--- src/rtl/decode_queue.sv ---
// RV32I decode queue: DEPTH-entry instruction FIFO feeding a registered decode stage.
// Optional macro DECODE_MEXT_EN accepts the M-extension R-type encodings (funct7=0000001).
module decode_queue #(
   parameter int DEPTH  = 4,
   parameter int ADDR_W = 32
) (
   input  logic                      clk,
   input  logic                      rst_n,
   input  logic                      flush_i,
   input  logic                      in_valid_i,
   output logic                      in_ready_o,
   input  logic [31:0]               in_instr_i,
   input  logic [ADDR_W-1:0]         in_pc_i,
   output logic                      out_valid_o,
   input  logic                      out_ready_i,
   output logic [ADDR_W-1:0]         out_pc_o,
   output logic [31:0]               out_imm_o,
   output logic                      out_imm_en_o,
   output logic [6:0]                out_op_o,
   output logic [2:0]                out_funct3_o,
   output logic [7:0]                out_funct7_o,
   output logic [4:0]                out_rd_addr_o,
   output logic [4:0]                out_rs1_addr_o,
   output logic [4:0]                out_rs2_addr_o,
   output logic                      out_rd_en_o,
   output logic                      out_rs1_en_o,
   output logic                      out_rs2_en_o,
   output logic [4:0]                out_mem_op_o,
   output logic                      out_jump_en_o,
   output logic                      out_illegal_o,
   output logic [$clog2(DEPTH):0]    count_o
);

   localparam int PW = $clog2(DEPTH);
   localparam int CW = PW + 1;
`ifdef DECODE_MEXT_EN
   localparam bit MEXT = 1'b1;
`else
   localparam bit MEXT = 1'b0;
`endif

   logic [31:0]       instr_mem [DEPTH];
   logic [ADDR_W-1:0] pc_mem    [DEPTH];
   logic [PW-1:0]     wr_ptr, rd_ptr;
   logic [CW-1:0]     count;
   logic              push, pop;

   assign count_o    = count;
   assign in_ready_o = (count != CW'(DEPTH));
   assign push       = in_valid_i & in_ready_o;
   assign pop        = (count != '0) & (!out_valid_o | out_ready_i);

   always_ff @(posedge clk) begin
      if (push && !flush_i) begin
         instr_mem[wr_ptr] <= in_instr_i;
         pc_mem[wr_ptr]    <= in_pc_i;
      end
   end

   always_ff @(posedge clk or negedge rst_n) begin
      if (!rst_n) begin
         wr_ptr <= '0;
         rd_ptr <= '0;
         count  <= '0;
      end else if (flush_i) begin
         wr_ptr <= '0;
         rd_ptr <= '0;
         count  <= '0;
      end else begin
         if (push) wr_ptr <= wr_ptr + PW'(1);
         if (pop)  rd_ptr <= rd_ptr + PW'(1);
         case ({push, pop})
            2'b10:   count <= count + CW'(1);
            2'b01:   count <= count - CW'(1);
            default: count <= count;
         endcase
      end
   end

   // Combinational decode of the head entry
   logic [31:0] ins;
   logic [6:0]  op;
   logic [2:0]  f3;
   logic [6:0]  f7;
   logic        is_r, is_imm, is_load, is_jalr, is_s, is_b, is_u, is_j, is_i;
   logic        illegal;
   logic [31:0] imm;
   logic        imm_en, rd_en, rs1_en, rs2_en, jump_en;
   logic [4:0]  mem_op;

   assign ins = instr_mem[rd_ptr];
   assign op  = ins[6:0];
   assign f3  = ins[14:12];
   assign f7  = ins[31:25];

   always_comb begin
      is_r    = (op == 7'b0110011);
      is_imm  = (op == 7'b0010011);
      is_load = (op == 7'b0000011);
      is_jalr = (op == 7'b1100111);
      is_s    = (op == 7'b0100011);
      is_b    = (op == 7'b1100011);
      is_u    = (op == 7'b0110111) | (op == 7'b0010111);
      is_j    = (op == 7'b1101111);
      is_i    = is_imm | is_load | is_jalr;

      illegal = (ins[1:0] != 2'b11) | !(is_r | is_i | is_s | is_b | is_u | is_j);
      if (is_load && (f3 == 3'b011 || f3 == 3'b110 || f3 == 3'b111)) illegal = 1'b1;
      if (is_s && f3 > 3'b010) illegal = 1'b1;
      if (is_b && (f3 == 3'b010 || f3 == 3'b011)) illegal = 1'b1;
      if (is_jalr && f3 != 3'b000) illegal = 1'b1;
      if (is_r) begin
         if (f7 == 7'b0100000) begin
            if (f3 != 3'b000 && f3 != 3'b101) illegal = 1'b1;
         end else if (f7 == 7'b0000001) begin
            if (!MEXT) illegal = 1'b1;
         end else if (f7 != 7'b0000000) begin
            illegal = 1'b1;
         end
      end
      if (is_imm && f3 == 3'b001 && f7 != 7'b0000000) illegal = 1'b1;
      if (is_imm && f3 == 3'b101 && f7 != 7'b0000000 && f7 != 7'b0100000) illegal = 1'b1;

      imm = '0;
      if (is_i)      imm = {{20{ins[31]}}, ins[31:20]};
      else if (is_s) imm = {{20{ins[31]}}, ins[31:25], ins[11:7]};
      else if (is_b) imm = {{19{ins[31]}}, ins[31], ins[7], ins[30:25], ins[11:8], 1'b0};
      else if (is_u) imm = {ins[31:12], 12'b0};
      else if (is_j) imm = {{11{ins[31]}}, ins[31], ins[19:12], ins[20], ins[30:21], 1'b0};

      imm_en  = is_i | is_s | is_b | is_u | is_j;
      rd_en   = !is_s & !is_b & (ins[11:7] != 5'd0);
      rs1_en  = !is_u & !is_j & (ins[19:15] != 5'd0);
      rs2_en  = is_r | is_s | is_b;
      jump_en = is_j | is_jalr | is_b;
      mem_op  = {is_s, is_load, (is_s | is_load) ? f3 : 3'b111};

      // Illegal instructions must not trigger any side effect downstream
      if (illegal) begin
         imm     = '0;
         imm_en  = 1'b0;
         rd_en   = 1'b0;
         rs1_en  = 1'b0;
         rs2_en  = 1'b0;
         jump_en = 1'b0;
         mem_op  = 5'b00111;
      end
   end

   always_ff @(posedge clk or negedge rst_n) begin
      if (!rst_n) begin
         out_valid_o    <= 1'b0;
         out_pc_o       <= '0;
         out_imm_o      <= '0;
         out_imm_en_o   <= 1'b0;
         out_op_o       <= '0;
         out_funct3_o   <= '0;
         out_funct7_o   <= '0;
         out_rd_addr_o  <= '0;
         out_rs1_addr_o <= '0;
         out_rs2_addr_o <= '0;
         out_rd_en_o    <= 1'b0;
         out_rs1_en_o   <= 1'b0;
         out_rs2_en_o   <= 1'b0;
         out_mem_op_o   <= 5'b00111;
         out_jump_en_o  <= 1'b0;
         out_illegal_o  <= 1'b0;
      end else if (flush_i) begin
         out_valid_o <= 1'b0;
      end else if (pop) begin
         out_valid_o    <= 1'b1;
         out_pc_o       <= pc_mem[rd_ptr];
         out_imm_o      <= imm;
         out_imm_en_o   <= imm_en;
         out_op_o       <= op;
         out_funct3_o   <= f3;
         out_funct7_o   <= {1'b0, f7};
         out_rd_addr_o  <= ins[11:7];
         out_rs1_addr_o <= ins[19:15];
         out_rs2_addr_o <= ins[24:20];
         out_rd_en_o    <= rd_en;
         out_rs1_en_o   <= rs1_en;
         out_rs2_en_o   <= rs2_en;
         out_mem_op_o   <= mem_op;
         out_jump_en_o  <= jump_en;
         out_illegal_o  <= illegal;
      end else if (out_ready_i) begin
         out_valid_o <= 1'b0;
      end
   end

endmodule
--- config.mk ---
export PLATFORM = sky130hd
export DESIGN_NAME = decode_queue
export DESIGN_NICKNAME = d
export VERILOG_FILES = /design/src/rtl/decode_queue.sv
export SDC_FILE = /design/constraint.sdc
export NUM_CORES = 1
export LEC_CHECK = 0
export ABC_AREA = 1
export ABC_CLOCK_PERIOD_IN_PS = 4200
export CORE_MARGIN = 2
export CORE_UTILIZATION = 40
export DETAILED_ROUTE_END_ITERATION = 10
export GPL_TIMING_DRIVEN = 0
export PLACE_DENSITY = 0.6
export SYNTH_ARGS = -nofsm -noshare
export SYNTH_HDL_FRONTEND = slang
export SYNTH_SLANG_ARGS = --single-unit
--- constraint.sdc ---
create_clock -name clk -period 4.2 [get_ports clk]
set_input_delay 0.42 -clock clk [delete_from_list [all_inputs] [get_ports clk]]
set_output_delay 0.42 -clock clk [all_outputs]
set_load 0.02 [all_outputs]
==> impl_metrics.yaml, run 1 <==
clock_network:
  clock_sinks: 371
  clk_path_buf_depth: 3
  cts_root_buffer: "clkbuf_16"
  clock_latency_ns: 0.55
  cts_tree: "built"
  clk_pin_slew_ns: 0.06
  postCtsSetupRepairBufs: 0
  ctsHtreeMaxLevel: 2
  cts_inserted_buffers: 40
synthesis:
  synth_area_leader_cell: "edfxtp_1"
  syn_nets: 1418
  ys_top_cells_by_count: "407 x nand2_1, 256 x edfxtp_1, 133 x o21ai_0, 130 x nor2_1, 112 x dfrtp_1"
  netlist_instances: 1344
  syn_area_um2: 14950
  synthFlopType: "edfxtp_1"
  synth.most_common_cell: "nand2_1"
  yosysTopAreaCellShare: 0.5143
  yosys_warnings: 0
  synth_cell_type_count: 37
  ys_seq_area_frac: 0.7071
  syn_avg_cell_area_um2: 11.12
  ys_ff_latch: 371
  async_flop_share: 0.3100
  synth-edff-count: 256
  synth.area.top_cells: "edfxtp_1 51%, dfrtp_1 19%, nand2_1 10%"
job:
  cap_violations: 0
timing:
  hold_ws_ns: 0.3608
  final.min_clock_period_ns: 3.009
  skew_ns: 0.02986
  tightest_slew_ns: 0.9620
  setup_viol: 0
  slew_headroom: 0.3571
  hold_viol_final: 0
  setup_tns_ns: 0
  period_share: 0.7165
  slew_violations: 0
  rsz0062_at_grt: "false"
  fmaxAchievable_ghz: 0.3323
die:
  start_util: 0.4073
  placeableCoreArea_um2: 36700
  dieArea_um2: 38930
  rows: 70
  io_pins: 182
  dieHeight_um: 197.3
  die_x_um: 197.3
critical_path:
  setup.worst_path.class: "reg -> reg"
  arrival_ns: 3.47
  worst-path-max-fanout: 10
  cp-end-kind: "register"
  cp.required_ns: 4.66
  worst_setup_path_start_kind: "register"
power:
  peakVddDrop_v: 0.0004730
  p_leak_nw: 7.380
  finalPower_mw: 12.31
  power_density_nw_per_um2: 652.8
routing:
  met1_length_um: 17650
  drc_errors: 0
  vias: 10576
  first_pass_iters: 5
  drtAntennaViolNets: 0
  dr.first_iter.drc_count: 776
  drt_wl_total_um: 39920
  wl_met3_um: 2684
  wl_met2_um: 18860
  wl_per_cell_um: 19.19
  highest_layer: "met4"
  vias_per_cell: 5.085
cells_and_area:
  nNetsFinal: 1650
  drive_gt1_frac: 0.07960
  finalInstanceArea_um2: 18860
  finish.utilization: 0.5138
  areaGrowthSynthToFinish_pct: 26.15
global_routing:
  grt_overflow: 0
  antenna_found_initial: 3
  grt_max_degree: 82
  grt_first_pass_wirelength_um: 60750
  grtUsageTotal: 0.2052
  grt_pass1_vias: 10484
run_status:
  outcome: "finished clean"
place:
  io_buffers: 180
  place_hpwl_um: 27380
  globalplace.congestion: 0.8601
  placed_area_um2: 17550
min_path:
  min_path_type: "in -> async"
==> worst paths after layout <==
path / endpoint / slack (ns) / startpoint / cells after the start
worst max-delay path: out_imm_o[0] / 1.19 / rd_ptr[1] / 12
worst min-delay path: out_op_o[2] / 0.36 / rst_n / 2
worst max register to register: out_imm_o[0] / 1.19 / rd_ptr[1] / 12
worst min register to register: out_pc_o[18] / 0.47 / out_pc_o[18] / 2
max in group asynchronous: out_mem_op_o[0] / 3.05 / rst_n / 3
min in group clk: out_pc_o[18] / 0.47 / out_pc_o[18] / 2
==> report_power, final <==
group / switching (mW) / internal, mW
registers: 0.261 / 4.39
clock network: 1.45 / 1.98
logic: 2.79 / 1.43
==> critical path, cell delays in order (launching register included) <==
cell and delay, ns:
dfrtp_1 0.34, buf_2 0.23, clkbuf_1 0.56, nand3_1 0.14, nand2_1 0.33, nand3_1 0.17
nand2_1 0.11, nand3_1 0.06, nand2_1 0.12, nand3_1 0.08, nor2_1 0.43, nand4_1 0.23
nand2_1 0.12
==> flip-flops by register name, summed over array words and instances (netlist names), 2 cells and up <==
register        count
rd_ptr              2
out_rd_addr_o       5
pc_mem            128
count_o             3
out_rs2_addr_o      5
out_funct7_o        7
out_funct3_o        3
out_op_o            7
out_mem_op_o        5
out_imm_o          32
out_rs1_addr_o      5
wr_ptr              2
instr_mem         128
out_pc_o           32
==> metrics by stage <==
step	cells	worst slack [ns]
after global placement	1992	-2.574
after floorplan	1344	-0.1342
after CTS	2076	1.168
final	2080	1.191
after global routing	2078	0.9267
after detailed placement	2001	0.9818
==> final cells by class <==
class | count | area (um2)
clock buffer | 49 | 1086
antenna | 4 | 10.01
tap | 468 | 585.6
clock inverter | 25 | 196.4
fill | 3271 | 17840
inverter | 48 | 180.2
buffer | 74 | 364.1
multi-input combinational | 851 | 3864
timing repair buffer | 190 | 2001
sequential | 371 | 10570
==> metal layers <==
| layer | GRT usage | vias up |
|---|---|---|
| met3 | 0.04251 | 59 |
| met2 | 0.3405 | 347 |
| met5 | 0 | - |
| met4 | 0.05040 | 0 |
| met1 | 0.2773 | 5091 |
| li1 | - | 5079 |
==> kinds of logic (layout without fill, tap and decap cells) <==
family,count (synthesis),after routing,share of synthesized area
DFF,371,371,0.7071
other,1,5,0.0002509
adders and majority gates,5,5,0.004688
and+or+nand+nor,624,624,0.1704
xor gates and xnor gates,2,2,0.001172
buffers and inverters,122,386,0.03641
AOI/OAI and AO/OA,219,219,0.07994
==> timing repair <==
item | 4_1_cts | 5_1_grt
gates resized for setup | 0 | 0
endpoints found under the hold margin | 34 | 0
hold buffers | 1 | 0
==> cells in the final DEF, fill, tap and decap left out, types with 6 or more instances in the layout <==
master             n
nor2_1           126
inv_2              6
o22ai_1           37
clkinv_2           9
nand2_1          407
dfrtp_1          112
o21ai_0          133
a21oi_1            7
inv_1             42
nand3_1           56
buf_2             12
clkbuf_1          50
buf_12             8
clkdlybuf4s50_1  179
nand4_1           11
edfxtp_1         256
buf_6              8
o21ai_1           27
clkbuf_16         41
Power figures use the tool's default switching activity.
==> inputs of run 2 (changes only) <==
--- a/config.mk
+++ b/config.mk
@@ -6,12 +6,12 @@
 export NUM_CORES = 1
 export LEC_CHECK = 0
 export ABC_AREA = 1
-export ABC_CLOCK_PERIOD_IN_PS = 4200
+export ABC_CLOCK_PERIOD_IN_PS = 3000
 export CORE_MARGIN = 2
 export CORE_UTILIZATION = 40
 export DETAILED_ROUTE_END_ITERATION = 10
 export GPL_TIMING_DRIVEN = 0
-export PLACE_DENSITY = 0.6
+export PLACE_DENSITY = 0.58
 export SYNTH_ARGS = -nofsm -noshare
 export SYNTH_HDL_FRONTEND = slang
 export SYNTH_SLANG_ARGS = --single-unit
==> constraint.sdc (replaced) <==
create_clock -name clk -period 3 [get_ports clk]
set_input_delay 0.3 -clock clk [delete_from_list [all_inputs] [get_ports clk]]
set_output_delay 0.3 -clock clk [all_outputs]
set_load 0.02 [all_outputs]
==> run 2 against run 1 <==
- first-iteration DRC count is 3.9% lower
- count of clock-buffer cells in the layout is 6 higher
- die area stayed put
- flip-flop and latch count stayed put
- critical path depth is 3 lower
- register-to-register slack worse by 1.0 ns
- maximum frequency is 7.2% higher
- cell count is 0.19% lower
- combinational power is 40% higher
- hold slack worse by 0.11 ns
- global-route usage is 0.076 points lower
- critical endpoint is now out_pc_o[13]
==> impl_metrics.yaml, run 2 (synthesis results as in run 1) <==
place:
  dp.cells: 2001
  placed_area_um2: 17560
  globalplace.congestion: 0.8424
  place_hpwl_um: 27430
  io_buffers: 180
  pre_cts_ws_ns: -0.1381
critical_path:
  cp_top_family: "buffers and inverters"
  cp.required_ns: 3.45
  slowest_delay_ns: 0.54
  critPathBufInv: 4
  worst-path-max-fanout: 10
  setup.worst_path.class: "reg -> reg"
  cp_slowest_cell: "clkbuf_1"
  arrival_ns: 3.25
  worst_setup_path_start_kind: "register"
  cp-end-kind: "register"
  crit_path_cell_trace: "nor3_1 > nor2_1 > inv_1 > nor2_1 > buf_2 > clkbuf_1 > clkbuf_1 > nand2_1 > nand2_1"
clock_network:
  cts_root_buffer: "clkbuf_16"
  clk_path_buf_depth: 3
  cts_inserted_buffers: 41
  clock_latency_ns: 0.53
  cts_tree: "built"
  clock_sinks: 371
  postCtsSetupRepairBufs: 0
  ctsHtreeMaxLevel: 2
  clk_pin_slew_ns: 0.06
cells_and_area:
  final_common_cell: "nand2_1"
  drive_gt1_frac: 0.07903
  nNetsFinal: 1651
  finish.utilization: 0.5151
  final_cells: 2076
  areaGrowthSynthToFinish_pct: 26.46
  mostFrequentLayoutCells: "407 x nand2_1, 256 x edfxtp_1, 179 x clkdlybuf4s50_1, 133 x o21ai_0, 126 x nor2_1"
  finalInstanceArea_um2: 18900
  reg_top3: "instr_mem: 128 flops, pc_mem: 128 flops"
routing:
  wl_per_cell_um: 19.17
  drtAntennaViolNets: 0
  vias: 10555
  drt_wl_total_um: 39800
  first_pass_iters: 5
  dr.first_iter.drc_count: 746
  vias_per_cell: 5.084
  drc_errors: 0
job:
  cap_violations: 0
global_routing:
  antenna_found_initial: 3
  grt_max_degree: 83
  grt_first_pass_wirelength_um: 60560
  grt_overflow: 0
  grt_pass1_vias: 10463
  grtUsageTotal: 0.2045
die:
  die_x_um: 197.3
  dieHeight_um: 197.3
  rows: 70
  dieArea_um2: 38930
  io_pins: 182
  start_util: 0.4073
  placeableCoreArea_um2: 36700
timing:
  period_share: 0.9356
  skew_ns: 0.02051
  tightest_slew_ns: 0.8699
  slew_violations: 0
  fmaxAchievable_ghz: 0.3563
  slew_headroom: 0.4187
  hold_viol_final: 0
  setup_viol: 0
  rsz0062_at_grt: "false"
  final.min_clock_period_ns: 2.807
  setup_slack_ns: 0.1932
power:
  p_leak_nw: 7.401
  clockPowerShare: 0.286
  combPwrFrac: 0.339
  pwr-share-seq: 0.375
  p_switching_mw: 6.249
  peakVddDrop_v: 0.0004959
  p_int_mw: 11.13
  sw_frac_of_total: 0.3596
  power_density_nw_per_um2: 919.3
min_path:
  min_path_type: "in -> async"
run_status:
  outcome: "finished clean"
==> run 2: changes by cell type in the layout (fill, tap and decap cells not counted), sizes merged <==
cell,delta
clkbuf,+6
bufinv,+2
inv,-2
diode,-3
clkinv,-7
==> run 2: worst paths after layout <==
| check | startpoint | endpoint | slack [ns] | cells after the start |
|---|---|---|---|---|
| max reg2reg | count_o[2] | out_pc_o[13] | 0.19 | 9 |
| min in group clk | in_pc_i[13] | pc_mem[0][13] | 0.41 | 1 |
| max | count_o[2] | out_pc_o[13] | 0.19 | 9 |
| max in group asynchronous | rst_n | out_mem_op_o[1] | 1.98 | 3 |
| min reg2reg | out_pc_o[19] | out_pc_o[19] | 0.47 | 2 |
| min | rst_n | out_op_o[2] | 0.25 | 2 |
==> run 2: cell type report <==
type                       count  area, um2
clock inverter                18      207.7
sequential                   371      10570
clock buffer                  55       1119
buffer                        74      366.6
fill                        3236      17800
multi-input combinational    851       3864
inverter                      48      180.2
tap                          468      585.6
antenna                        1      2.502
timing repair buffer         190       2008
==> run 2: what timing repair did <==
action,4_1_cts,5_1_grt
hold buffers,1,0
setup endpoints to repair,0,10
resized for setup,0,4
hold endpoints to repair,33,0
==> run 2: stage by stage <==
step	total power, mW	hold WS, ns	setup TNS [ns]
after floorplan	9.982	0.004409	-74.15
after global placement	12.47	0.4580	-830.53
after detailed placement	12.56	0.2260	-0.4787
after CTS	17.55	0.2714	0
after global routing	18.33	0.2923	0
final	17.38	0.2500	0
==> run 2: power by group through the flow <==
stage	Combinational (mW)	Clock [mW]	Sequential [mW]
global placement	5.83	0	6.64
finish	5.89	4.97	6.52
global route	6.50	5.24	6.59
floorplan	2.90	0	7.08
detailed placement	5.94	0	6.62
CTS	5.97	5.05	6.53
==> run 2: metal layers <==
layer / part of all wire / track usage / vias to the layer above
met3: 0.068 / 0.04456 / 63
met5: 0.00068 / 0 / -
met2: 0.47 / 0.3393 / 318
li1: - / - / 5078
met1: 0.44 / 0.2748 / 5092
met4: 0.019 / 0.04985 / 4
